`src/rtl/instr_fetch_queue.sv`:
```
// Dual-issue fetch queue: circular buffer, push->out_valid in 1 cycle, in_ready low when fewer than 2 slots free.
// Define IFQ_PERF_CNT_EN to build the empty-cycle counter; otherwise empty_cycles is tied to 0.
module instr_fetch_queue #(
  parameter int DEPTH = 8,
  parameter int PTR_W = 3
) (
  input  logic        clk,
  input  logic        resetn,
  input  logic        flush,
  input  logic [1:0]  in_valid,
  input  logic [31:0] in_pc0,
  input  logic [31:0] in_pc1,
  input  logic [31:0] in_instr0,
  input  logic [31:0] in_instr1,
  output logic        in_ready,
  output logic [1:0]  out_valid,
  output logic [31:0] out_pc0,
  output logic [31:0] out_pc1,
  output logic [31:0] out_instr0,
  output logic [31:0] out_instr1,
  input  logic [1:0]  issue_count,
  output logic [31:0] empty_cycles
);

  if (PTR_W != $clog2(DEPTH) || DEPTH < 4 || (DEPTH & (DEPTH - 1)) != 0) begin : g_param_check
    $error("instr_fetch_queue: DEPTH must be a power of two >= 4 and PTR_W = log2(DEPTH)");
  end

  localparam logic [PTR_W:0] PUSH_LIMIT = (PTR_W+1)'(DEPTH - 2);

  logic [31:0]      pc_q    [DEPTH];
  logic [31:0]      instr_q [DEPTH];
  logic [PTR_W-1:0] head_q, head_d, tail_q, tail_d;
  logic [PTR_W-1:0] head_p1, tail_p1;
  logic [PTR_W:0]   count_q, count_d;
  logic [1:0]       push_n, issue_n, pop_n;

  assign head_p1 = head_q + PTR_W'(1);
  assign tail_p1 = tail_q + PTR_W'(1);

  always_comb begin
    in_ready = (count_q <= PUSH_LIMIT);

    push_n = 2'd0;
    if (in_ready && !flush) begin
      case (in_valid)
        2'b01:   push_n = 2'd1;
        2'b11:   push_n = 2'd2;
        default: push_n = 2'd0;
      endcase
    end

    // Pops are bounded by the pre-push count, so same-cycle pushes are never consumed.
    issue_n = (issue_count == 2'd3) ? 2'd2 : issue_count;
    pop_n   = issue_n;
    if ({{(PTR_W-1){1'b0}}, issue_n} > count_q) pop_n = count_q[1:0];

    head_d  = head_q + PTR_W'(pop_n);
    tail_d  = tail_q + PTR_W'(push_n);
    count_d = count_q + (PTR_W+1)'(push_n) - (PTR_W+1)'(pop_n);

    if (flush) begin
      head_d  = '0;
      tail_d  = '0;
      count_d = '0;
    end
  end

  always_ff @(posedge clk or negedge resetn) begin
    if (!resetn) begin
      head_q  <= '0;
      tail_q  <= '0;
      count_q <= '0;
    end else begin
      head_q  <= head_d;
      tail_q  <= tail_d;
      count_q <= count_d;
    end
  end

  always_ff @(posedge clk or negedge resetn) begin
    if (!resetn) begin
      for (int i = 0; i < DEPTH; i++) begin
        pc_q[i]    <= '0;
        instr_q[i] <= '0;
      end
    end else begin
      if (push_n != 2'd0) begin
        pc_q[tail_q]    <= in_pc0;
        instr_q[tail_q] <= in_instr0;
      end
      if (push_n == 2'd2) begin
        pc_q[tail_p1]    <= in_pc1;
        instr_q[tail_p1] <= in_instr1;
      end
    end
  end

  assign out_valid  = {(count_q >= (PTR_W+1)'(2)), (count_q != '0)};
  assign out_pc0    = pc_q[head_q];
  assign out_pc1    = pc_q[head_p1];
  assign out_instr0 = instr_q[head_q];
  assign out_instr1 = instr_q[head_p1];

`ifdef IFQ_PERF_CNT_EN
  logic [31:0] empty_cycles_q;

  always_ff @(posedge clk or negedge resetn) begin
    if (!resetn) begin
      empty_cycles_q <= '0;
    end else if (count_q == '0 && empty_cycles_q != 32'hFFFF_FFFF) begin
      empty_cycles_q <= empty_cycles_q + 32'd1;
    end
  end

  assign empty_cycles = empty_cycles_q;
`else
  assign empty_cycles = 32'd0;
`endif

endmodule

```
`config.mk`:
```
export PLATFORM = sky130hd
export DESIGN_NAME = instr_fetch_queue
export DESIGN_NICKNAME = d
export VERILOG_FILES = /design/src/rtl/instr_fetch_queue.sv
export SDC_FILE = /design/constraint.sdc
export NUM_CORES = 2
export LEC_CHECK = 0
export CAP_MARGIN = 0
export CORE_ASPECT_RATIO = 1.1
export CORE_UTILIZATION = 40
export DETAILED_ROUTE_END_ITERATION = 7
export GPL_ROUTABILITY_DRIVEN = 1
export PLACE_DENSITY = 0.6
export RECOVER_POWER = 100
export SETUP_SLACK_MARGIN = 0.4
export SYNTH_ARGS = -nofsm -noshare
export SYNTH_HDL_FRONTEND = slang
export SYNTH_SLANG_ARGS = --single-unit
```
`constraint.sdc`:
```
create_clock -name clk -period 2.7 [get_ports clk]
set_input_delay 0.54 -clock clk [delete_from_list [all_inputs] [get_ports clk]]
set_output_delay 0.54 -clock clk [all_outputs]
set_load 0.005 [all_outputs]
```
# Word level (Yosys, flattened, before mapping)
# Cells that the tools add are included.
# word_totals
register_bits,522
input_bits,135
output_inout_bits,163
wordCells,79
# classes
addsub,6
order_cmp,9
n_eq_ne,4
n_mux,31
n_bitwise,4
n_reduce_logical,6
# op_table
cell,count
$bwmux 256,4
$mux 256,4
$bmux 32 s3,4
$mux 32,10
$demux 32 s3,2
$ge 4x4->1 const B,4
$not 3->4,4
$lt 4x1->1 const B,2
$add 3x1->3 const B,2
$add 3x2->3,2
$eq 2x2->1 const B,3
$mux 2,3
$mux 3,2
$add 4x2->4,1
$ge 4x2->1 const B,1
$gt 2x4->1,1
$le 4x3->1 const B,1
$mux 4,1
$pmux 2 s2,1
$reduce_bool 4->1,1
$sub 4x2->4,1
$logic_and 1x1->1,3
$eq 2x1->1 const B,1
$reduce_bool 2->1,1
$logic_not 1->1,1

# Logic depth before layout (Yosys ltp)
# depth
depth_word,9
ltp_mapped,15
mapped_depth_nobuf,13

# Worst setup path after synthesis
# Ideal clock, no wire load.
# synth_path
path_kind,register -> register
start,reg count_q[3]
end,reg count_q[3]
setup_time_ns,0.132
arrival_time_ns,2.850
required_time_ns,2.568
setup_slack_ns,-0.282
path_stages_with_launch,14
n_path_buf,2
period_less_slack_ns,2.982
path_cell_list,dfrtp_1 -> inv_1 -> ha_1 -> a21bo_2 -> buf_4 -> and2_1 -> buf_4 -> nor3b_1 -> fa_1 -> ha_1 -> a21o_1 -> a21oi_1 -> xnor2_1 -> nor2_1
# synth_between
elab_chain_cells,6
elab_cells_between_ends,8
cone_classes,2 x add/sub; 2 x order compare; 3 x mux; 1 x reduce/logical
# synth_rtl
item,line,source
"start, declared",35,"logic [PTR_W:0] count_q, count_d;"
"start signal, assigned",77,count_q <= count_d;
$le 4x3->1,42,in_ready = (count_q <= PUSH_LIMIT);
via in_ready,15,"output logic in_ready,"
$logic_and 1x1->1,45,if (in_ready && !flush) begin
$mux 2,45,
$add 4x2->4,60,count_d = count_q + (PTR_W+1)'(push_n) - (PTR_W+1)'(pop_n);
$sub 4x2->4,60,
$mux 4,62,if (flush) begin
via count_d[3],35,
# The timed path passes the listed nets, and every way through them passes these cells.

# Final worst setup path
# layout_path
start,reg head_q[0]
end,out out_instr1[16]
# layout_between
elab_chain_cells,5
# layout_rtl
item,line,source
"start, declared",33,"logic [PTR_W-1:0] head_q, head_d, tail_q, tail_d;"
"start signal, assigned",71,head_q <= '0;
"start signal, assigned",75,head_q <= head_d;
$add 3x1->3,38,assign head_p1 = head_q + PTR_W'(1);
$not 3->4 (implied by the code),103,assign out_instr1 = instr_q[head_p1];
$bmux 32 s3,103,
$mux 32 (implied by the code) (2 in a row),103,
"end, declared",20,"output logic [31:0] out_instr1,"
# Every way passes these cells. The select of a mux whose other input is x is not followed.

==> flow_summary.ini <==
[logic_synthesis]
synth_top_family_by_area = multiplexers
synth_area_mm2 = 0.03366
synth_mux_area_frac = 0.5570
synth-simple-area-share = 0.01301
avgSynthCellArea_um2 = 15.12
yosysWarnings = 0
synth_flop_cell = dfrtp_1
synth-edff-count = 0
async_flop_share = 1.000
seq_area_frac_synth = 0.3881
synthCells = 2226
synth_seq_cells = 522
synth_xor_area_frac = 0.001821
synthDistinctLibCells = 39
synth-compound-area-share = 0.001413
synthAdderAreaFrac = 0.007212

[finish]
seq_area_mm2 = 0.01308
nets = 2806
multi_input_area_mm2 = 0.02009
drive_gt1_frac = 0.6538
finalNonFillerCells = 3777
area_growth_syn_to_layout_pct = 27.87
nFillCells = 6966
utilization = 0.5165
final_cell_mix = mux2_2 (977), dfrtp_1 (516), mux4_2 (256)
final_common_cell = mux2_2

[sta]
rsz0062_at_grt = yes
hold_violations = 0
skew_ns = 0.01721
fin_crit_ns = 3.539
finalSetupViolations = 395
tightest_slew_ns = 1.668
maxSlewViolCount = 54
period_share = 1.311
fin_hold_ws_ns = 0.6336
fmax_mhz = 282.6
setup_ws_ns = -0.8391
max_slew_margin = -0.1120

[setup_path]
crit_type = reg -> out
reg2reg_slack_ns = -0.36
cp.arrival_ns = 3.00
cp_max_fo = 6
reg2reg_from = count_q[3]
ff2ff_path_depth = 8
critPathLaunchType = register
end_kind = primary output
r2r_end = instr_q[210]
critical_path_required_ns = 2.16

[grt]
grt_max_degree = 89
grt_pass1_wl_um = 161700
grt_antenna_before_repair = 16
overflow = 0
grt_pass1_vias = 24310
grt.total_usage = 0.2551

[outcome]
status = complete, but fails checks
violations = capacitance limit, slew limit, setup timing

[run]
drv_cap = 1

[placement]
dp_hpwl_um = 67170
place_congestion = 0.7951
port_buffers = 265
dp_worst_setup_slack_ns = -0.6058
dp.cells = 3561

[routing]
first_iter_violations = 1211
wl_per_cell_um = 28.90
drt_first_pass_iters = 6
drc = 0
vias = 22370
finalWirelength_um = 109100
viasPerCell = 5.922
drtAntennaViolNets = 0

[floorplanning]
rows = 111
start_util = 0.4039
die_y_um = 306.2
fp.dieW_um = 278.6
pin_count = 298
coreArea_mm2 = 0.08333
dieArea_mm2 = 0.08531

[cts]
cts.sinks = 522
root_buffer = clkbuf_16
clk_pin_slew_ns = 0.06
cts_made_buffers = 60
cts_tree = yes
cts_max_level = 2
clock_latency_ns = 0.64
cts_buffer_depth = 3

[power]
p_per_area_mw_per_mm2 = 1071
peakVddDrop_mv = 0.5937
leakage_uw = 0.01926

[worst_hold_path]
holdCritStartpoint = instr_q[218]
holdPathEnd = instr_q[218]
hp-class = reg -> reg
hold_depth = 2
## area by class of cell
cell class              count  share of cell area
repair buffers            542              0.1525
flip-flops and latches    522              0.3039
inverters                   6           0.0005233
clock inverters            14            0.003489
clock buffers              95             0.04146
diodes                      3           0.0001744
well taps                1073             0.03119
multi-input cells        1522              0.4669
## registers in the layout, summed over array words and instances (netlist names)
signal / count
tail_q: 3
instr_q: 256
count_q: 4
pc_q: 256
head_q: 3
## layer usage
metal / GRT usage / share of wire / up-vias
met4: 0.08178 / 0.028 / 24
met3: 0.05570 / 0.058 / 228
li1: - / - / 9520
met1: 0.3361 / 0.43 / 11910
met2: 0.4179 / 0.48 / 685
met5: 0 / 0.0014 / -
## critical path: stages (launching register included)
cell and delay (ns):
dfrtp_4 0.50, ha_4 0.35, buf_12 0.15, buf_12 0.12, buf_6 0.09, buf_12 0.10
buf_16 0.12, mux4_2 0.51, mux2_4 0.30, buf_6 0.12
## report_power, final
part	leakage (uW)	switching [uW]	internal (uW)	total, uW
Sequential	0.00685	1640	10100	11700
Clock	0.000948	3370	4770	8140
Combinational	0.0115	9470	16800	26300
Total	0.0193	14500	31600	46100
## cells in the mapped netlist, types with 2 or more instances
cell,count,area share
mux2_1,112,0.037
ha_1,13,0.0048
inv_1,6,0.00067
buf_2,102,0.015
nor2_1,6,0.00067
buf_4,34,0.0076
xnor2_1,5,0.0013
nor3b_2,2,0.00074
xor2_1,2,0.00052
nand2_1,5,0.00056
nand4_2,8,0.0030
o21ai_0,2,0.00030
mux4_2,256,0.17
fa_1,4,0.0024
nand3_2,5,0.0015
mux2_2,1040,0.35
nor2b_1,8,0.0015
and2_1,2,0.00037
clkbuf_1,45,0.0050
nor3_1,2,0.00030
nand4_4,3,0.0019
dfrtp_1,522,0.39
buf_1,26,0.0029
## per-stage QoR
| step | power (uW) | setup TNS (ns) | cell area (um2) |
|---|---|---|---|
| 2_1_floorplan | 24880 | -0.1952 | 34210 |
| 3_3_place_gp | 33590 | -51.39 | 39530 |
| 3_5_place_dp | 34060 | -48.64 | 39530 |
| 4_1_cts | 46150 | -97.04 | 43110 |
| 5_1_grt | 48340 | -220.43 | 43040 |
| 6_report | 46110 | -131.75 | 43040 |
## cell families (layout without fill, tap and decap cells)
kind of cell    after synthesis  count (layout)
simple gates                 50              50
other cells                   1              35
buf+inv                     213             657
flops                       522             522
fa+ha+maj                    17              17
compound gates                7               7
mux                        1409            1409
xor+xnor                      7               7
## repair_timing
item | 4_1_cts | 5_1_grt
endpoints found under the hold margin | 45 | 0
gates resized for setup | 405 | 65
cloned | 17 | 3
pin swaps | 4 | 12
endpoints found under the setup margin | 423 | 612
setup buffers | 67 | 16
hold buffers | 1 | 0
## worst max-delay path by stage
stage | start | end | slack, ns | cells past startpoint
floorplan | issue_count[1] | count_q[3] | -0.18 | 12
global route | head_q[0] | out_instr0[11] | -0.91 | 6
finish | head_q[0] | out_instr1[16] | -0.84 | 9
detailed placement | issue_count[1] | count_q[3] | -0.61 | 12
CTS | head_q[0] | out_instr1[16] | -0.87 | 9
global placement | issue_count[1] | count_q[3] | -0.69 | 12
(Power assumes the default switching activity.)
